**src/rtl/arb_pkg.sv**
```systemverilog
// Shared constants, state codes and mask helper for the 8-way round-robin arbiter.
// Imported by the priority encoder and the arbiter top.
package arb_pkg;

  localparam int NREQ = 8;
  localparam int IDXW = 3;

  typedef enum logic {
    IDLE  = 1'b0,
    GRANT = 1'b1
  } state_t;

  // Bits at or above the pointer are the round-robin candidates.
  function automatic logic [NREQ-1:0] ge_mask(input logic [IDXW-1:0] p);
    logic [NREQ-1:0] m;
    for (int i = 0; i < NREQ; i++) begin
      m[i] = (i >= int'(p));
    end
    return m;
  endfunction

endpackage

```
**src/rtl/prio_enc_8to3_lsb.sv**
```systemverilog
// Lowest-index-first 8:3 priority encoder.
// Ports: in (8 request bits), idx (index of lowest set bit), valid (any bit set).
module prio_enc_8to3_lsb
  import arb_pkg::*;
(
  input  logic [NREQ-1:0] in,
  output logic [IDXW-1:0] idx,
  output logic            valid
);

  always_comb begin
    idx   = '0;
    valid = |in;
    for (int i = NREQ - 1; i >= 0; i--) begin
      if (in[i]) idx = IDXW'(i);
    end
  end

endmodule

```
**src/rtl/rr_arbiter_8.sv**
```systemverilog
// Round-robin arbiter for 8 requesters with hold/release handshake and hold limit.
// Ports: clk, rst_n (sync, low), en, req[7:0] -> gnt[7:0], gnt_idx[2:0], gnt_valid, timeout_pulse.
module rr_arbiter_8
  import arb_pkg::*;
#(
  parameter int MAX_HOLD = 16
) (
  input  logic            clk,
  input  logic            rst_n,
  input  logic            en,
  input  logic [NREQ-1:0] req,
  output logic [NREQ-1:0] gnt,
  output logic [IDXW-1:0] gnt_idx,
  output logic            gnt_valid,
  output logic            timeout_pulse
);

  localparam int HCW = (MAX_HOLD == 0) ? 1 : $clog2(MAX_HOLD + 1);
  localparam logic [HCW-1:0] HOLD_LAST =
    (MAX_HOLD == 0) ? '0 : HCW'(MAX_HOLD - 1);

  state_t          state_q, state_d;
  logic [IDXW-1:0] ptr_q, ptr_d;
  logic [HCW-1:0]  hold_q, hold_d;
  logic [NREQ-1:0] gnt_q, gnt_d;
  logic [IDXW-1:0] idx_q, idx_d;
  logic            tp_q, tp_d;

  logic [IDXW-1:0] hi_idx, lo_idx, sel;
  logic            hi_vld, lo_vld;
  logic            held, at_limit;

  prio_enc_8to3_lsb u_enc_hi (
    .in    (req & ge_mask(ptr_q)),
    .idx   (hi_idx),
    .valid (hi_vld)
  );

  prio_enc_8to3_lsb u_enc_lo (
    .in    (req),
    .idx   (lo_idx),
    .valid (lo_vld)
  );

  // Fall back to the raw vector when nothing sits at or above ptr.
  assign sel      = hi_vld ? hi_idx : lo_idx;
  assign held     = req[idx_q];
  assign at_limit = (MAX_HOLD != 0) && (hold_q == HOLD_LAST);

  always_ff @(posedge clk) begin
    if (!rst_n) begin
      state_q <= IDLE;
      ptr_q   <= '0;
      hold_q  <= '0;
      gnt_q   <= '0;
      idx_q   <= '0;
      tp_q    <= 1'b0;
    end else begin
      state_q <= state_d;
      ptr_q   <= ptr_d;
      hold_q  <= hold_d;
      gnt_q   <= gnt_d;
      idx_q   <= idx_d;
      tp_q    <= tp_d;
    end
  end

  always_comb begin
    state_d = state_q;
    ptr_d   = ptr_q;
    hold_d  = hold_q;
    gnt_d   = gnt_q;
    idx_d   = idx_q;
    tp_d    = 1'b0;
    unique case (state_q)
      IDLE: begin
        if (en && lo_vld) begin
          state_d = GRANT;
          gnt_d   = {{(NREQ-1){1'b0}}, 1'b1} << sel;
          idx_d   = sel;
          hold_d  = '0;
        end
      end
      GRANT: begin
        if (!held || at_limit) begin
          state_d = IDLE;
          gnt_d   = '0;
          ptr_d   = idx_q + 1'b1;
          // A simultaneous release wins over the limit.
          tp_d    = held;
        end else if (hold_q != '1) begin
          hold_d = hold_q + 1'b1;
        end
      end
    endcase
  end

  assign gnt           = gnt_q;
  assign gnt_idx       = idx_q;
  assign gnt_valid     = (state_q == GRANT);
  assign timeout_pulse = tp_q;

endmodule
```
**config.mk**
```make
export PLATFORM = sky130hd
export DESIGN_NAME = rr_arbiter_8
export DESIGN_NICKNAME = d
export VERILOG_FILES = /design/src/rtl/arb_pkg.sv /design/src/rtl/prio_enc_8to3_lsb.sv /design/src/rtl/rr_arbiter_8.sv
export SDC_FILE = /design/constraint.sdc
export NUM_CORES = 1
export LEC_CHECK = 0
export CELL_PAD_IN_SITES_DETAIL_PLACEMENT = 0
export CELL_PAD_IN_SITES_GLOBAL_PLACEMENT = 1
export CORE_MARGIN = 2
export CORE_UTILIZATION = 41
export CTS_BUF_LIST = sky130_fd_sc_hd__clkbuf_8
export CTS_CLUSTER_DIAMETER = 60
export DETAILED_ROUTE_END_ITERATION = 16
export PLACE_DENSITY_LB_ADDON = 0.1
export SETUP_SLACK_MARGIN = 0.2
export SLEW_MARGIN = 20
export SYNTH_ARGS = -nofsm -noshare
export SYNTH_HDL_FRONTEND = slang
export SYNTH_HIERARCHICAL = 1
export SYNTH_SLANG_ARGS = --single-unit
```
**constraint.sdc**
```tcl
create_clock -name clk -period 2.12 [get_ports clk]
set_input_delay 0.424 -clock clk [delete_from_list [all_inputs] [get_ports clk]]
set_output_delay 0.424 -clock clk [all_outputs]
set_load 0.02 [all_outputs]
```
==> results.py <==
metrics = {
    "run_status": {
        "status": "complete, no violations",
    },
    "logic_synthesis": {
        "synth_cells": 161,
        "yosysTopAreaCell": "dfxtp_1",
        "synth-seq-area-share_pct": 30.3,
        "ys_ff_latch": 21,
        "synth_xor_area_share_pct": 0.631,
        "synthAdderAreaFrac_pct": 3.60,
        "yosys-top-cells-area": "dfxtp_1, a21oi_2, mux2i_1, nand3_1, nor2_1",
        "yosysWarnings": 6,
        "yosysTopAreaCellShare_pct": 30.3,
        "syn_nets": 176,
        "synthSimpleGateAreaFrac_pct": 26.2,
        "syn-cell-area_um2": 1390,
        "ys_types": 40,
        "muxShareOfSynthArea_pct": 6.67,
        "synth_top_family_by_area": "compound AO/OA/AOI/OAI gates",
        "synth.avg_cell_area_um2": 8.63,
        "synth_compound_area_share_pct": 26.3,
    },
    "critical_path": {
        "critical_path_required_ps": 2280,
        "cp_top_family": "buffers and inverters",
        "endpoint_kind": "register",
        "slowest_delay_ps": 440,
        "crit_path_top_delay_cell": "clkdlybuf4s50_1",
        "worstPathCellList": "clkdlybuf4s50_1 -> nor3b_4 -> nor2_2 -> a21boi_0 -> buf_4 -> nor2_2 -> a22o_1 -> nand3_1 -> a21oi_2",
        "timing_worst_setup_path_type": "primary input to register",
        "worst-path-max-fanout": 5,
        "critPathArrivalTime_ps": 2070,
        "critPathBufInv": 2,
        "cpMostUsedCell": "nor2_2",
        "startpoint_type": "primary input",
    },
    "timing": {
        "tightestPinTransition_ps": 426,
        "hold_violations": 0,
        "fmax_ghz": 0.524,
        "finalSetupViolCount": 0,
        "min_period_ps": 1910,
        "final_max_slew_viol_count": 0,
        "min_period_over_period_pct": 90.1,
        "clock_skew_ps": 7.13,
        "holdWs_ps": 460,
        "rsz0062_at_grt": "yes",
        "relSlewSlack_pct": 71.6,
    },
    "cts": {
        "numCtsBuffers": 3,
        "clk_latency_ps": 270,
        "cts_htree_levels": 1,
        "root_buffer": "clkbuf_8",
        "clock_sinks": 21,
        "clk_path_buf_depth": 2,
        "cts_tree": "built",
        "clk_pin_slew_ps": 80,
    },
    "drt": {
        "first_pass_iters": 6,
        "wl_per_cell_um": 15.1,
        "final_antenna_net_count": 0,
        "drtIter0Drc": 83,
        "vias": 1394,
        "drc": 0,
        "detail_route.vias_per_cell": 5.38,
        "routed_wl_mm": 3.92,
    },
    "grt": {
        "grt_pass1_vias": 1268,
        "antenna_found_initial": 0,
        "grt-ovfl-total": 0,
        "grt_util_all_layers_pct": 19.0,
        "grt_max_degree": 15,
        "grt_pass1_wl_mm": 6.03,
    },
    "pwr": {
        "power_frac_clock_pct": 24.6,
        "p_sw_share_pct": 34.4,
        "seqPwrFrac_pct": 38.8,
        "max-vdd-ir-drop_v": 0.000345,
        "p_comb_share_pct": 36.6,
        "power_density_nw_per_um2": 527,
        "power_switching_w": 0.000394,
        "p_leak_nw": 0.844,
        "internal_power_w": 0.000751,
    },
    "cells_and_area": {
        "final_cell_mix": "buf_4, clkdlybuf4s50_1, dfxtp_1, nand2_1, nor2_1",
        "syn_to_final_growth_pct": 56.5,
        "final_nets": 229,
        "drive_gt1_share_pct": 43.2,
        "n_antenna_cell": 0,
        "final_common_cell": "buf_4",
        "finalNonFillerCells": 259,
    },
    "die": {
        "initial_utilization_pct": 42.3,
        "core_um2": 3280,
        "dieArea_um2": 3870,
        "die_x_um": 62.2,
        "rows": 21,
        "ios": 24,
        "fp.dieH_um": 62.2,
    },
    "flow_run": {
        "drv_cap": 0,
    },
    "worst_hold_path": {
        "hold_class": "register to register",
    },
    "place": {
        "place_inst": 248,
        "port_buffers": 23,
        "place_congestion": 0.880,
        "dpl.hpwl_mm": 2.65,
    },
}
## Yosys cell counts
cell / number
nor2_1: 17
buf_2: 1
a31oi_4: 2
o41ai_2: 1
nor4b_1: 1
o2111ai_1: 2
and3_1: 2
nor3b_1: 1
nand3_1: 14
and3b_1: 2
o31ai_1: 2
and2_1: 3
a31oi_1: 1
o41ai_1: 3
a21oi_1: 3
buf_6: 2
a32o_1: 1
a311oi_1: 2
nor4_2: 2
nor2b_1: 5
a211oi_1: 4
nand2b_1: 1
ha_1: 4
a21boi_0: 3
mux2i_1: 7
nand4_4: 1
clkbuf_1: 5
o21ai_0: 5
o21bai_1: 2
a22oi_4: 1
xnor2_1: 1
o22ai_1: 1
a22o_1: 1
nand2b_4: 1
inv_1: 11
dfxtp_1: 21
nand4_1: 3
nand2_1: 13
a21oi_2: 8
mux2i_4: 1
## layout make-up
| class | instances | area, µm² |
|---|---|---|
| inverter | 11 | 41.3 |
| clock buffer | 3 | 41.3 |
| timing repair buffer | 56 | 512 |
| fill | 278 | 1110 |
| multi-input combinational | 121 | 1080 |
| clock inverter | 1 | 5.00 |
| sequential | 21 | 437 |
| tap | 46 | 57.6 |
## sequential cells by signal, summed over array words and instances (netlist names)
| signal | cells |
|---|---|
| hold_q | 5 |
| timeout_pulse | 1 |
| gnt_valid | 1 |
| gnt | 8 |
| ptr_q | 3 |
| gnt_idx | 3 |
## final timing paths
| path | start | endpoint | slack [ps] | depth (start not counted) |
|---|---|---|---|---|
| worst min-delay path | gnt[5]$_SDFFE_PN0P_ | gnt[5]$_SDFFE_PN0P_ | 460 | 2 |
| worst max register to register | ptr_q[1]$_SDFFE_PN0P_ | gnt_idx[0]$_SDFFE_PN0P_ | 210 | 9 |
| worst max-delay path | req[1] | gnt[0]$_SDFFE_PN0P_ | 210 | 9 |
| worst min register to register | gnt[5]$_SDFFE_PN0P_ | gnt[5]$_SDFFE_PN0P_ | 460 | 2 |
## what timing repair did
item | CTS | global route
endpoints found under the setup margin | 12 | 18
buffers inserted | 4 | 3
hold buffers | 0 | 0
pin swaps | 15 | 13
gates cloned | 0 | 0
gates resized for setup | 30 | 34
## stage by stage
stage / power (W) / setup TNS [ps] / setup slack, ps / util (%) / area [µm²]
global route: 0.00119 / 0 / 153 / 66.2 / 2170
global placement: 0.000769 / -1910 / -229 / 56.2 / 1850
CTS: 0.00109 / 0 / 199 / 62.0 / 2040
detailed placement: 0.000773 / -2520 / -245 / 56.2 / 1850
finish: 0.00115 / 0 / 210 / 66.2 / 2170
floorplan: 0.000636 / 0 / 231 / - / 1400
## logic make-up (layout without fill, tap and decap cells)
family,count (synthesis),count (layout)
simple gates,66,66
compound gates,42,42
flops,21,21
buf+inv,19,71
mux,8,8
fa+ha+maj,4,4
xor+xnor,1,1
## worst register-to-register path: cells and delay by family (launching register included)
family	cells	cell delay, ps
buf+inv	5	700
compound gates	3	600
flops	1	400
mux	1	130
## power groups by stage
stage	clock (W)	combinational, W	sequential (W)
6_report	0.000282	0.000419	0.000444
3_3_place_gp	0	0.000319	0.000449
3_5_place_dp	0	0.000323	0.000450
2_1_floorplan	0	0.000179	0.000457
4_1_cts	0.000282	0.000368	0.000443
5_1_grt	0.000295	0.000447	0.000448
## layer usage
metal | up-vias | part of all wire (%) | track usage, %
met3 | 10 | 2.7 | 1.99
li1 | 691 | - | -
met5 | - | 0 | 0
met4 | 0 | 1.8 | 6.11
met1 | 667 | 47 | 27.0
met2 | 26 | 48 | 30.3
(Power assumes the default switching activity.)
